**src/rtl/if_stream_fifo.sv**
```systemverilog
// if_stream_fifo: first-word-fall-through buffer for the input-feature stream.
// Each entry holds {row_start, row_end, data}; the head entry is always
// presented on dout and popped with ren. Pointers carry a wrap bit so that
// full/empty stay unambiguous at any occupancy.
// Optional build macro: IF_FIFO_ROW_COUNT_EN adds the rows_avail output
// (number of buffered words carrying the row-end flag).
module if_stream_fifo #(
   parameter int DATA_WIDTH = 8,
   parameter int DEPTH      = 16,
   parameter int ADDR_LEN   = 4
) (
   input  logic                  clk,
   input  logic                  rst,
   input  logic                  clr,
   input  logic                  wen,
   input  logic [DATA_WIDTH-1:0] din,
   input  logic                  din_start,
   input  logic                  din_end,
   output logic                  full,
   input  logic                  ren,
   output logic [DATA_WIDTH+1:0] dout,
   output logic                  empty,
   output logic [ADDR_LEN:0]     count,
   output logic                  overflow,
   output logic                  underflow
`ifdef IF_FIFO_ROW_COUNT_EN
   ,
   output logic [ADDR_LEN:0]     rows_avail
`endif
);

   localparam logic [ADDR_LEN:0] PTR_ONE = 1;

   logic [DATA_WIDTH+1:0] mem_q [DEPTH];

   logic [ADDR_LEN:0] wr_ptr_q, wr_ptr_d;
   logic [ADDR_LEN:0] rd_ptr_q, rd_ptr_d;
   logic              overflow_q, overflow_d;
   logic              underflow_q, underflow_d;

   logic              empty_w;
   logic              full_w;
   logic              wr_acc;
   logic              rd_acc;
   logic [DATA_WIDTH+1:0] head_w;

   // Status flags, head word and transfer-acceptance decode.
   always_comb begin
      empty_w = (wr_ptr_q == rd_ptr_q);
      full_w  = (wr_ptr_q[ADDR_LEN-1:0] == rd_ptr_q[ADDR_LEN-1:0]) &&
                (wr_ptr_q[ADDR_LEN] != rd_ptr_q[ADDR_LEN]);
      head_w  = mem_q[rd_ptr_q[ADDR_LEN-1:0]];
      // A pop while full frees the slot the concurrent write lands in.
      wr_acc  = wen && (!full_w || ren) && !clr;
      rd_acc  = ren && !empty_w && !clr;
   end

   // Next-state for pointers and sticky error flags; clr overrides everything.
   always_comb begin
      wr_ptr_d    = wr_ptr_q;
      rd_ptr_d    = rd_ptr_q;
      overflow_d  = overflow_q;
      underflow_d = underflow_q;
      if (clr) begin
         wr_ptr_d    = '0;
         rd_ptr_d    = '0;
         overflow_d  = 1'b0;
         underflow_d = 1'b0;
      end else begin
         if (wr_acc) wr_ptr_d = wr_ptr_q + PTR_ONE;
         if (rd_acc) rd_ptr_d = rd_ptr_q + PTR_ONE;
         if (wen && full_w && !ren) overflow_d = 1'b1;
         if (ren && empty_w) underflow_d = 1'b1;
      end
   end

   // Pointer and flag registers with asynchronous reset.
   always_ff @(posedge clk or posedge rst) begin
      if (rst) begin
         wr_ptr_q    <= '0;
         rd_ptr_q    <= '0;
         overflow_q  <= 1'b0;
         underflow_q <= 1'b0;
      end else begin
         wr_ptr_q    <= wr_ptr_d;
         rd_ptr_q    <= rd_ptr_d;
         overflow_q  <= overflow_d;
         underflow_q <= underflow_d;
      end
   end

   // Storage array; contents are never reset, only made unreachable.
   always_ff @(posedge clk) begin
      if (wr_acc) mem_q[wr_ptr_q[ADDR_LEN-1:0]] <= {din_start, din_end, din};
   end

`ifdef IF_FIFO_ROW_COUNT_EN
   logic [ADDR_LEN:0] rows_q, rows_d;

   // Track buffered row-end words: +1 on an end-flagged write, -1 on an end-flagged pop.
   always_comb begin
      rows_d = rows_q;
      if (clr) begin
         rows_d = '0;
      end else begin
         if (wr_acc && din_end && !(rd_acc && head_w[DATA_WIDTH]))
            rows_d = rows_q + PTR_ONE;
         else if (rd_acc && head_w[DATA_WIDTH] && !(wr_acc && din_end))
            rows_d = rows_q - PTR_ONE;
      end
   end

   // Row counter register.
   always_ff @(posedge clk or posedge rst) begin
      if (rst) rows_q <= '0;
      else     rows_q <= rows_d;
   end

   assign rows_avail = rows_q;
`endif

   assign full      = full_w;
   assign empty     = empty_w;
   assign dout      = head_w;
   assign count     = wr_ptr_q - rd_ptr_q;
   assign overflow  = overflow_q;
   assign underflow = underflow_q;

endmodule

```
**config.mk**
```make
export PLATFORM = sky130hd
export DESIGN_NAME = if_stream_fifo
export DESIGN_NICKNAME = d
export VERILOG_FILES = /design/src/rtl/if_stream_fifo.sv
export SDC_FILE = /design/constraint.sdc
export NUM_CORES = 1
export LEC_CHECK = 0
export BUFFER_PORTS_ARGS = -buffer_cell sky130_fd_sc_hd__buf_2
export CAP_MARGIN = 10
export CELL_PAD_IN_SITES_DETAIL_PLACEMENT = 0
export CELL_PAD_IN_SITES_GLOBAL_PLACEMENT = 2
export CORE_MARGIN = 2
export CORE_UTILIZATION = 51
export CTS_CLUSTER_DIAMETER = 40
export DETAILED_ROUTE_END_ITERATION = 10
export MAX_ROUTING_LAYER = met4
export PLACE_DENSITY_LB_ADDON = 0.1
export SYNTH_ARGS = -nofsm -noshare
export SYNTH_HDL_FRONTEND = slang
export SYNTH_SLANG_ARGS = --single-unit
export TNS_END_PERCENT = 100
```
**constraint.sdc**
```tcl
create_clock -name clk -period 5.15 [get_ports clk]
set_input_delay 0.2575 -clock clk [delete_from_list [all_inputs] [get_ports clk]]
set_output_delay 0.2575 -clock clk [all_outputs]
set_load 0.02 [all_outputs]
```
==> impl_summary.txt, run 1 <==
----------------------------------------------------
[Detailed routing]
  DRC Markers ... 0
  Initial DRC Count ... 261
  Vias post-DR ... 3517
  Average detailed-routed wire length per instance ... 25.75 µm
  Detailed-router iteration count before antenna repair ... 4
  DRT antenna net count ... 0
  Average vias per placed instance ... 5.871
  Drt total wl ... 15420 µm

[Critical path]
  Required time worst endpoint ... 5.21 ns
  Crit path kind ... reg -> reg
  Element type at the critical path end ... flop
  Worst R2R Start ... rd_ptr_q[3]$_DFFE_PP0P_
  Arrival time of data at the critical path endpoint ... 3.19 ns
  Standard cell with the maximum stage delay on the critical path ... dfrtp_1
  Launching element of the worst setup path ... rd_ptr_q[3]$_DFFE_PP0P_
  Category of the worst setup path launch point ... flop
  CP max stage delay ... 0.52 ns
  Maximum fanout along the worst path ... 13
  Critical path cell sequence ... inv_1 > ha_1 > nand4_2 > o311ai_2 > nor3b_1 > and2_1

[Floorplanning]
  Total I/O pin count ... 34
  Number of placement rows ... 42
  Width of the die ... 121.4 µm
  Effective utilization at floorplan ... 52.62%
  Core Box Area ... 0.01335 mm²
  Height of the chip ... 121.4 µm
  Die area ... 0.01473 mm²

[Placement]
  Post-placement cell count ... 566
  Final weighted congestion in routability-driven placement ... 0.9061
  Count of buffers from port buffering ... 33
  Placed wire-length estimate ... 10310 µm

[Run]
  Max-Cap Viols ... 0

[Clocking]
  Post-CTS Repair Setup Buffers ... 0
  CTS clock-pin slew for the worst setup and hold paths ... 0.06 ns
  H-tree Lvls ... 4
  Clock insertion delay at the later pin of the skew report ... 0.43 ns
  Count of instances resized after the clock tree is built ... 0
  TritonCTS buffer count ... 17
  Clock sinks ... 172
  Clk Tree Root Cell ... clkbuf_16
  Hold Buf Count CTS ... 1
  Number of buffers between clock root and the deepest sink ... 2
  CTS tree ... done

[Cells and area]
  Diode count ... 0
  Layout area overhead ... 12.99%
  Number of nets at the end of the flow ... 435
  Most common cell after layout, fill and taps aside ... edfxtp_1
  Layout cells sized above 1 ... 22.93%
  Post-route insts no fill ... 599
  Layout Utilization ... 59.46%
  Most frequent cells in the layout ... edfxtp_1 (160), buf_2 (33), mux2i_1 (32), mux4_2 (30)

[Global route]
  Aggregate global-route resource usage ... 23.69%
  Vias in the first global route ... 3471
  Maximum number of pins on one net before global-route repair ... 55
  Leftover overflow at the end of global routing ... 0
  Number of antenna violations at the first check in global routing ... 0
  First-pass GRT wire length ... 23250 µm

[Logic synthesis]
  Largest family of logic cells by synthesized area ... multiplexers
  Count of flip-flops with a built-in enable after synthesis ... 160
  Syn Area/Cell ... 18.93 µm²
  Share of synthesized area spent on multiplexers ... 14.18%
  Share of the synthesized area in compound gates (AO/OA/AOI/OAI) ... 4.863%
  Syn nets ... 396
  Number of instances in the synthesized netlist ... 371
  Top post-synthesis cells by area ... edfxtp_1 (68%), mux4_2 (9.6%), mux2i_1 (4.6%), dfrtp_1 (4.3%), ha_1 (1.6%)
  Count of yosys warnings during synthesis ... 0
  Dominant register cell in the synthesized netlist ... edfxtp_1
  Synthesized cell area ... 0.007024 mm²
  Basic-gate share of the synthesized area counting and, or, nand and nor cells ... 3.278%
  Number of different library cells in the post-synthesis netlist ... 34
  Register bit count reported by yosys ... 172
  Xor and xnor area share after synthesis ... 1.354%
  Async SR Flop Fraction ... 6.977%
  Synth Area in Adders ... 1.888%
  Synth top area share ... 68.40%
  Leading area contributor after synthesis ... edfxtp_1
  Proportion of synthesized chip area in sequential cells ... 72.68%

[Power and ir drop]
  Leakage power figure ... 2.632 nW
  Cell Pwr Density ... 410.1 mW/mm²
  Worst-case vdd ir drop ... 260.6 µV
  Final Power ... 0.003255 W

[STA]
  Setup Viol. Count Final ... 0
  Max Slew Vio Count ... 0
  Fin crit share ... 60.61%
  Total negative slack ... 0 ns
  Final hold viol count ... 0
  Worst clock skew ... 0.006209 ns
  Min cycle time layout ... 3.122 ns
  Actual transition at the worst max-transition pin ... 0.8310 ns
  Highest attainable clock frequency ... 320.3 MHz
  Slew headroom ... 44.60%
  Setup repair after global routing missed its margin ... no

[Worst hold path]
  Origin of the worst min-delay path ... wen
  Path category of the worst min-delay check ... in -> reg

[Outcome]
  Status ... completed

----------------------------------------------------
==> stage by stage <==
stage               hold slack (ns)  instance area, µm²  setup slack (ns)
floorplan                    0.1222                7024             2.616
global placement             0.3182                7345             2.129
detailed placement           0.3226                7345             2.017
CTS                          0.1375                7936             2.011
global route                 0.1738                7936             1.712
finish                       0.1571                7936             2.028
==> synthesized netlist by cell type, types with 2 or more instances <==
library cell	instances
a21oi_1	7
mux4_2	30
dfrtp_1	12
edfxtp_1	160
nor3_1	2
nand2_1	2
xor2_1	3
mux2i_1	32
or3_1	3
and2_1	17
buf_2	6
a21o_1	2
nor2_1	13
a32oi_1	10
nor3b_1	2
o21ai_0	14
buf_4	2
ha_1	9
buf_1	2
xnor2_1	6
a22oi_1	10
clkbuf_1	5
inv_1	11
==> logic make-up after synthesis <==
logic type                 Yosys count
buffers and inverters               27
DFF                                172
AOI/OAI and AO/OA                   48
adders and majority gates           10
muxes                               62
and+or+nand+nor                     42
xor gates and xnor gates            10
==> state kept, by name, indices dropped and copies added (netlist names) <==
name / count
overflow: 1
wr_ptr_q: 5
mem_q: 160
underflow: 1
rd_ptr_q: 5
==> layer usage <==
| layer | track usage (%) | share of wire [%] | up-vias | wire [µm] |
|---|---|---|---|---|
| li1 | - | - | 1575 | - |
| met1 | 33.90 | 46 | 1824 | 7148 |
| met2 | 33.22 | 47 | 100 | 7269 |
| met3 | 5.827 | 4.8 | 18 | 739 |
| met4 | 9.124 | 1.7 | 0 | 265 |
| met5 | - | 0 | - | 0 |
==> final timing paths <==
check | cells past startpoint | to | slack [ns]
hold / removal | 3 | overflow$_DFFE_PP0P_ | 0.16
min in group asynchronous | 3 | underflow$_DFFE_PP0P_ | 0.41
setup / recovery | 6 | mem_q[11][7]$_DFFE_PP_ | 2.03
setup reg to reg | 6 | mem_q[11][7]$_DFFE_PP_ | 2.03
max in group asynchronous | 3 | rd_ptr_q[0]$_DFFE_PP0P_ | 4.36
hold reg to reg | 2 | underflow$_DFFE_PP0P_ | 0.49
==> worst max-delay path, delay by kind of cell (launching register included) <==
kind                     cells  cell delay [ns]
AND/OR/NAND/NOR              3             1.15
flip-flops                   1             0.52
buffers and inverters        1             0.50
adder cells (fa/ha/maj)      1             0.38
AO/OA/AOI/OAI                1             0.21
==> cell type report <==
cell class	count	area (µm²)
clock buffer	18	429.2
clock inverter	14	152.6
fill	983	5411
inverter	11	41.29
multi-input combinational	172	1795
sequential	172	5107
tap	176	220.2
timing repair buffer	36	190.2
==> power breakdown <==
| part | internal (W) | total, W | leakage, nW | switching, W |
|---|---|---|---|---|
| clock | 0.000752 | 0.00125 | 0.271 | 0.000495 |
| combinational | 0.000182 | 0.000442 | 0.758 | 0.000260 |
| sequential | 0.00154 | 0.00157 | 1.60 | 0.0000236 |
| total | 0.00248 | 0.00325 | 2.63 | 0.000778 |
No activity file was read; power rests on OpenSTA's default activity.
==> inputs of run 2 (changes only) <==
CORE_UTILIZATION = 47   (was 51)
clock period = 3.2 ns   (was 5.15 ns; I/O delays follow)
==> run 2 against run 1 <==
- sequential share of layout area fell by 0.24 points
- first-iteration DRC count rose by 41%
- utilization fell by 4.9 points
- critical path type is now reg -> out
- critical endpoint is now dout[8]
- largest cell class unchanged
- highest routed layer unchanged
==> impl_summary.txt, run 2 (synthesis results as in run 1) <==
----------------------------------------------------
[Worst hold path]
  Origin of the worst min-delay path ... wen (unchanged)
  WHS Path Cells ... 3 (unchanged)
  Path category of the worst min-delay check ... in -> reg (unchanged)
  Worst Hold End ... overflow$_DFFE_PP0P_ (unchanged)

[Floorplanning]
  Core Box Area ... 0.01459 mm² (was 0.01335 mm²)
  Number of placement rows ... 44 (was 42)
  Effective utilization at floorplan ... 48.15% (was 52.62%)
  Width of the die ... 126.3 µm (was 121.4 µm)
  Height of the chip ... 126.3 µm (was 121.4 µm)
  Total I/O pin count ... 34 (unchanged)
  Die area ... 0.01594 mm² (was 0.01473 mm²)

[Clocking]
  CTS tree ... done (unchanged)
  Clk Tree Root Cell ... clkbuf_16 (unchanged)
  Number of buffers between clock root and the deepest sink ... 2 (unchanged)
  CTS clock-pin slew for the worst setup and hold paths ... 0.07 ns (was 0.06 ns)
  Clock insertion delay at the later pin of the skew report ... 0.43 ns (about the same)
  TritonCTS buffer count ... 17 (unchanged)
  H-tree Lvls ... 4 (unchanged)
  Clock sinks ... 172 (unchanged)

[STA]
  Setup Viol. Count Final ... 0 (unchanged)
  Final hold viol count ... 0 (unchanged)
  Min cycle time layout ... 2.959 ns
  Worst Setup Slack, final ... 0.2408 ns (was 2.028 ns)
  Actual transition at the worst max-transition pin ... 1.033 ns (was 0.8310 ns)
  Worst clock skew ... 0.01092 ns (was 0.006209 ns)
  Max Slew Vio Count ... 0 (unchanged)
  Highest attainable clock frequency ... 337.9 MHz
  Total negative slack ... 0 ns (unchanged)
  Slew headroom ... 30.97% (was 44.60%)
  Setup repair after global routing missed its margin ... no (unchanged)
  Fin crit share ... 92.48%

[Cells and area]
  Most frequent cells in the layout ... edfxtp_1 (160), buf_2 (33), mux2i_1 (32), mux4_2 (30) (unchanged)
  Filler instances ... 1130 (was 983)
  Layout cells sized above 1 ... 25.29% (was 22.93%)
  Layout Utilization ... 54.61% (was 59.46%)
  Layout area overhead ... 13.41% (was 12.99%)
  Diode count ... 0 (unchanged)
  Number of nets at the end of the flow ... 439 (was 435)
  Most common cell after layout, fill and taps aside ... edfxtp_1 (unchanged)
  Number of flip-flops in the largest register ... 160 (unchanged)

[Critical path]
  Critical path cell sequence ... nor2b_1 > a22oi_1 > a32oi_1 > o21ai_0 > buf_2 (was inv_1 > ha_1 > nand4_2 > o311ai_2 > nor3b_1 > and2_1)
  Crit path kind ... reg -> out (was reg -> reg)
  Maximum fanout along the worst path ... 10 (was 13)
  Category of the worst setup path launch point ... flop (unchanged)
  Element type at the critical path end ... output pin (was flop)
  CP max stage delay ... 0.81 ns (was 0.52 ns)
  Required time worst endpoint ... 3.04 ns (was 5.21 ns)
  Worst R2R Start ... wr_ptr_q[2]$_DFFE_PP0P_ (was rd_ptr_q[3]$_DFFE_PP0P_)
  Standard cell with the maximum stage delay on the critical path ... nor2b_1 (was dfrtp_1)
  Arrival time of data at the critical path endpoint ... 2.80 ns (was 3.19 ns)
  Worst r2r path cells ... 5 (was 6)
  Endpoint of the lowest-slack register-to-register path ... mem_q[4][9]$_DFFE_PP_ (was mem_q[11][7]$_DFFE_PP_)
  R2R setup slack ... 0.47 ns (was 2.03 ns)

[Detailed routing]
  Initial DRC Count ... 369 (was 261)
  Vias post-DR ... 3497 (was 3517)
  Average detailed-routed wire length per instance ... 24.43 µm (was 25.75 µm)
  DRT antenna net count ... 0 (unchanged)
  Detailed-router iteration count before antenna repair ... 4 (unchanged)
  Drt total wl ... 14930 µm (was 15420 µm)
  DRC Markers ... 0 (unchanged)
  Average vias per placed instance ... 5.723 (was 5.871)

[Placement]
  Final weighted congestion in routability-driven placement ... 0.7691 (was 0.9061)
  Post-Place Setup Slack ... 0.4910 ns (was 2.017 ns)
  Placed wire-length estimate ... 9898 µm (was 10310 µm)
  Count of buffers from port buffering ... 33 (unchanged)

[Global route]
  Aggregate global-route resource usage ... 20.20% (was 23.69%)
  Leftover overflow at the end of global routing ... 0 (unchanged)
  Vias in the first global route ... 3496 (was 3471)
  Number of antenna violations at the first check in global routing ... 0 (unchanged)
  First-pass GRT wire length ... 22250 µm (was 23250 µm)
  Maximum number of pins on one net before global-route repair ... 55 (unchanged)

[Run]
  Max-Cap Viols ... 0 (unchanged)

[Outcome]
  Status ... completed (unchanged)

[Power and ir drop]
  Leakage power figure ... 2.655 nW (was 2.632 nW)
  Worst-case vdd ir drop ... 358.1 µV (was 260.6 µV)
  Cell Pwr Density ... 650.4 mW/mm² (was 410.1 mW/mm²)

----------------------------------------------------
run 2: cell types whose count changed in the layout (fill, tap and decap cells not counted):
cell and change:
clkinvlp_4 -1, clkbuf_1 -1, inv_8 +4, bufinv_16 -3, clkinv_1 -6, inv_6 +6, buf_4 +4, clkinv_8 +1
run 2: layer usage:
metal	routed length (µm)	vias to the layer above	GRT usage, %	part of all wire [%]
met5	0	-	-	0
met4	144	0	4.848	0.96
met3	780	11	4.715	5.2
met2	7111	84	29.70	48
met1	6891	1818	29.07	46
li1	-	1584	-	-
run 2: what timing repair did:
action                                 4_1_cts  5_1_grt
resized for setup                            0        0
buffers inserted                             0        0
endpoints found under the hold margin       12        0
hold buffers                                 1        0
run 2: area by class of cell:
class	count	area (µm²)	area share, %
clock buffer	17	425.4	5.340
clock inverter	15	146.4	1.838
inverter	11	41.29	0.5183
multi-input combinational	172	1795	22.54
sequential	172	5107	64.11
tap	184	230.2	2.890
timing repair buffer	40	220.2	2.764
run 2: metrics by stage:
stage,instances,power [W],instance area [µm²],hold slack (ns)
2_1_floorplan,371,0.003049,7024,0.02470
3_3_place_gp,578,0.003264,7385,0.2234
3_5_place_dp,578,0.003264,7385,0.2273
4_1_cts,611,0.005233,7966,0.03201
5_1_grt,611,0.005368,7966,0.08190
6_report,611,0.005181,7966,0.05126
run 2: worst max-delay path by stage:
stage | from | endpoint | slack, ns | depth (start not counted)
after detailed placement | wr_ptr_q[2]$_DFFE_PP0P_ | mem_q[4][7]$_DFFE_PP_ | 0.49 | 5
after floorplan | rd_ptr_q[1]$_DFFE_PP0P_ | mem_q[11][0]$_DFFE_PP_ | 0.67 | 8
final | rd_ptr_q[0]$_DFFE_PP0P_ | dout[8] | 0.24 | 5
after global routing | rd_ptr_q[0]$_DFFE_PP0P_ | dout[8] | 0.09 | 5
after CTS | rd_ptr_q[0]$_DFFE_PP0P_ | dout[8] | 0.21 | 5
after global placement | wr_ptr_q[2]$_DFFE_PP0P_ | mem_q[5][7]$_DFFE_PP_ | 0.56 | 5
run 2: critical path: cells and delay by family, from the launching register on:
family	cells	cell delay (ns)
flops	1	0.45
simple gates	1	0.81
buf+inv	1	0.17
compound gates	3	0.92
run 2: report_power, final:
group,total (W),internal [W],leakage (nW),switching (W)
Clock,0.00198,0.00104,0.276,0.000943
Combinational,0.000705,0.000292,0.776,0.000413
Sequential,0.00250,0.00248,1.60,0.0000149
==> inputs of run 3 (changes only) <==
CELL_PAD_IN_SITES_DETAIL_PLACEMENT = unset   (was 0)
CELL_PAD_IN_SITES_GLOBAL_PLACEMENT = unset   (was 2)
CORE_UTILIZATION = 55   (was 47)
PLACE_DENSITY = 0.73   (was unset)
PLACE_DENSITY_LB_ADDON = unset   (was 0.1)
==> run 3 against run 2 <==
- clock skew fell by 0.0052 ns
- non-clock buffer count fell by 2
- flip-flop and latch count did not move
- fmax rose by 1.8%
- via count rose by 4.5%
- register-to-register slack got worse by 0.07 ns
- power rose by 2.4%
- utilization rose by 8.7 points
- critical path depth rose by 1
- worst hold slack improved by 0.017 ns
- combinational power rose by 5.2%
- critical endpoint is now dout[6]
- largest power group unchanged
- highest routed layer unchanged
==> impl_summary.txt, run 3 (synthesis results as in run 1) <==
----------------------------------------------------
[Detailed routing]
  DRC Markers ... 0 (unchanged)
  DRT antenna net count ... 0 (unchanged)
  Initial DRC Count ... 408 (was 369)
  Drt total wl ... 15100 µm (was 14930 µm)
  Average vias per placed instance ... 6.133 (was 5.723)
  Detailed-router iteration count before antenna repair ... 5 (was 4)
  Average detailed-routed wire length per instance ... 25.33 µm (was 24.43 µm)
  Vias post-DR ... 3655 (was 3497)

[Critical path]
  R2R setup slack ... 0.40 ns (was 0.47 ns)
  CP max stage delay ... 0.64 ns (was 0.81 ns)
  Arrival time of data at the critical path endpoint ... 2.75 ns (was 2.80 ns)
  Crit path kind ... reg -> out (unchanged)
  Maximum fanout along the worst path ... 54 (was 10)
  Critical path cell sequence ... buf_4 > mux2i_1 > a22oi_1 > mux2i_1 > o21ai_0 > buf_2 (was nor2b_1 > a22oi_1 > a32oi_1 > o21ai_0 > buf_2)
  Required time worst endpoint ... 3.04 ns (about the same)
  Element type at the critical path end ... output pin (unchanged)
  Crit path top cell by count ... mux2i_1
  Category of the worst setup path launch point ... flop (unchanged)
  Standard cell with the maximum stage delay on the critical path ... buf_4 (was nor2b_1)

[STA]
  Fin crit share ... 90.86% (was 92.48%)
  Min cycle time layout ... 2.908 ns (was 2.959 ns)
  Max Slew Vio Count ... 0 (unchanged)
  Setup repair after global routing missed its margin ... no (unchanged)
  Slew headroom ... 45.95% (was 30.97%)
  Highest attainable clock frequency ... 343.9 MHz (was 337.9 MHz)
  Total negative slack ... 0 ns (unchanged)
  Setup Viol. Count Final ... 0 (unchanged)
  Worst clock skew ... 0.005692 ns (was 0.01092 ns)
  Actual transition at the worst max-transition pin ... 0.8108 ns (was 1.033 ns)
  Final hold viol count ... 0 (unchanged)

[Clocking]
  CTS tree ... done (unchanged)
  Clk Tree Root Cell ... clkbuf_16 (unchanged)
  H-tree Lvls ... 4 (unchanged)
  TritonCTS buffer count ... 17 (unchanged)
  Post-CTS Repair Setup Buffers ... 0 (unchanged)
  CTS clock-pin slew for the worst setup and hold paths ... 0.06 ns (was 0.07 ns)
  Clock sinks ... 172 (unchanged)
  Clock insertion delay at the later pin of the skew report ... 0.43 ns (about the same)
  Number of buffers between clock root and the deepest sink ... 2 (unchanged)

[Cells and area]
  Layout Utilization ... 63.33% (was 54.61%)
  Sequential cell area ... 0.005107 mm² (unchanged)
  Layout area overhead ... 13.32% (was 13.41%)
  Most frequent cells in the layout ... edfxtp_1 (160), buf_2 (33), mux2i_1 (32), mux4_2 (30) (unchanged)
  Number of flip-flops in the largest register ... 160 (unchanged)
  Multi-input logic area ... 0.001795 mm² (unchanged)
  Number of nets at the end of the flow ... 437 (was 439)
  Filler instances ... 878 (was 1130)
  Diode count ... 0 (unchanged)
  Layout cells sized above 1 ... 24.29% (was 25.29%)
  Most common cell after layout, fill and taps aside ... edfxtp_1 (unchanged)
  Final instance area ... 0.007960 mm² (was 0.007966 mm²)

[Placement]
  Count of buffers from port buffering ... 33 (unchanged)
  Final weighted congestion in routability-driven placement ... 0.9509 (was 0.7691)
  Area post-placement ... 0.007355 mm² (was 0.007385 mm²)
  Placed wire-length estimate ... 9997 µm (was 9898 µm)

[Power and ir drop]
  Final Power ... 0.005307 W (was 0.005181 W)
  Worst-case vdd ir drop ... 447.4 µV (was 358.1 µV)
  Leakage power figure ... 2.661 nW (was 2.655 nW)
  Cell Pwr Density ... 666.7 mW/mm² (was 650.4 mW/mm²)

[Global route]
  First-pass GRT wire length ... 22540 µm (was 22250 µm)
  Grt peak-use layer ... met2 (unchanged)
  Fraction of met1 tracks used by global routing ... 33.50% (was 29.07%)
  Vias in the first global route ... 3608 (was 3496)
  Global routing usage on met2 ... 38.57% (was 29.70%)
  Leftover overflow at the end of global routing ... 0 (unchanged)
  Maximum number of pins on one net before global-route repair ... 55 (unchanged)
  Number of antenna violations at the first check in global routing ... 0 (unchanged)
  Met3 Track Usage GR ... 5.201% (was 4.715%)
  Aggregate global-route resource usage ... 25.09% (was 20.20%)

[Floorplanning]
  Core Box Area ... 0.01257 mm² (was 0.01459 mm²)
  Width of the die ... 117.0 µm (was 126.3 µm)
  Height of the chip ... 117.0 µm (was 126.3 µm)
  Effective utilization at floorplan ... 55.89% (was 48.15%)
  Die area ... 0.01369 mm² (was 0.01594 mm²)
  Number of placement rows ... 41 (was 44)
  Total I/O pin count ... 34 (unchanged)

[Outcome]
  Status ... completed (unchanged)

[Worst hold path]
  Path category of the worst min-delay check ... in -> reg (unchanged)

[Run]
  Max-Cap Viols ... 0 (unchanged)

----------------------------------------------------
run 3: per-stage QoR:
step	hold WS [ns]	setup slack [ns]	std cells
after floorplan	0.02470	0.6660	371
after global placement	0.1974	0.5701	564
after detailed placement	0.2052	0.4768	564
after CTS	0.05228	0.2928	596
after global routing	0.07474	0.1816	596
final	0.06799	0.2925	596
run 3: worst paths after layout:
path | start | to | depth (start not counted)
worst max register to register | rd_ptr_q[2]$_DFFE_PP0P_ | mem_q[9][1]$_DFFE_PP_ | 6
min in group asynchronous | rst | rd_ptr_q[0]$_DFFE_PP0P_ | 3
max in group asynchronous | rst | rd_ptr_q[1]$_DFFE_PP0P_ | 3
worst max-delay path | rd_ptr_q[1]$_DFFE_PP0P_ | dout[6] | 6
worst min register to register | underflow$_DFFE_PP0P_ | underflow$_DFFE_PP0P_ | 2
worst min-delay path | wen | overflow$_DFFE_PP0P_ | 3
run 3: layout make-up:
cell class / count / share of cell area (%)
Clock buffer: 18 / 5.391
Clock inverter: 13 / 2.091
Sequential cell: 172 / 64.16
Inverter: 11 / 0.5187
Timing Repair Buffer: 38 / 2.578
Tap cell: 172 / 2.704
Multi-Input combinational cell: 172 / 22.56
run 3: repair_timing:
item / in CTS / in global routing
resized for setup: 0 / 0
hold endpoints to repair: 12 / 0
hold buffers: 1 / 0
run 3: per-layer routing:
| metal | share of wire, % | vias to the layer above |
|---|---|---|
| met5 | 0 | - |
| met4 | 2.2 | 0 |
| met3 | 6.6 | 23 |
| met2 | 50 | 186 |
| met1 | 41 | 1867 |
| li1 | - | 1579 |
run 3: critical path, delay by kind of cell (launching register included):
family	cells	cell delay, ns
compound gates	2	0.72
flops	1	0.36
mux	2	0.35
buf+inv	2	0.88
run 3: where the power goes:
group	leakage [nW]	switching (W)	internal (W)	total, W
Clock	0.290	0.000837	0.00123	0.00207
Combinational	0.767	0.000444	0.000298	0.000742
Sequential	1.60	0.0000139	0.00248	0.00250
Total	2.66	0.00129	0.00401	0.00531
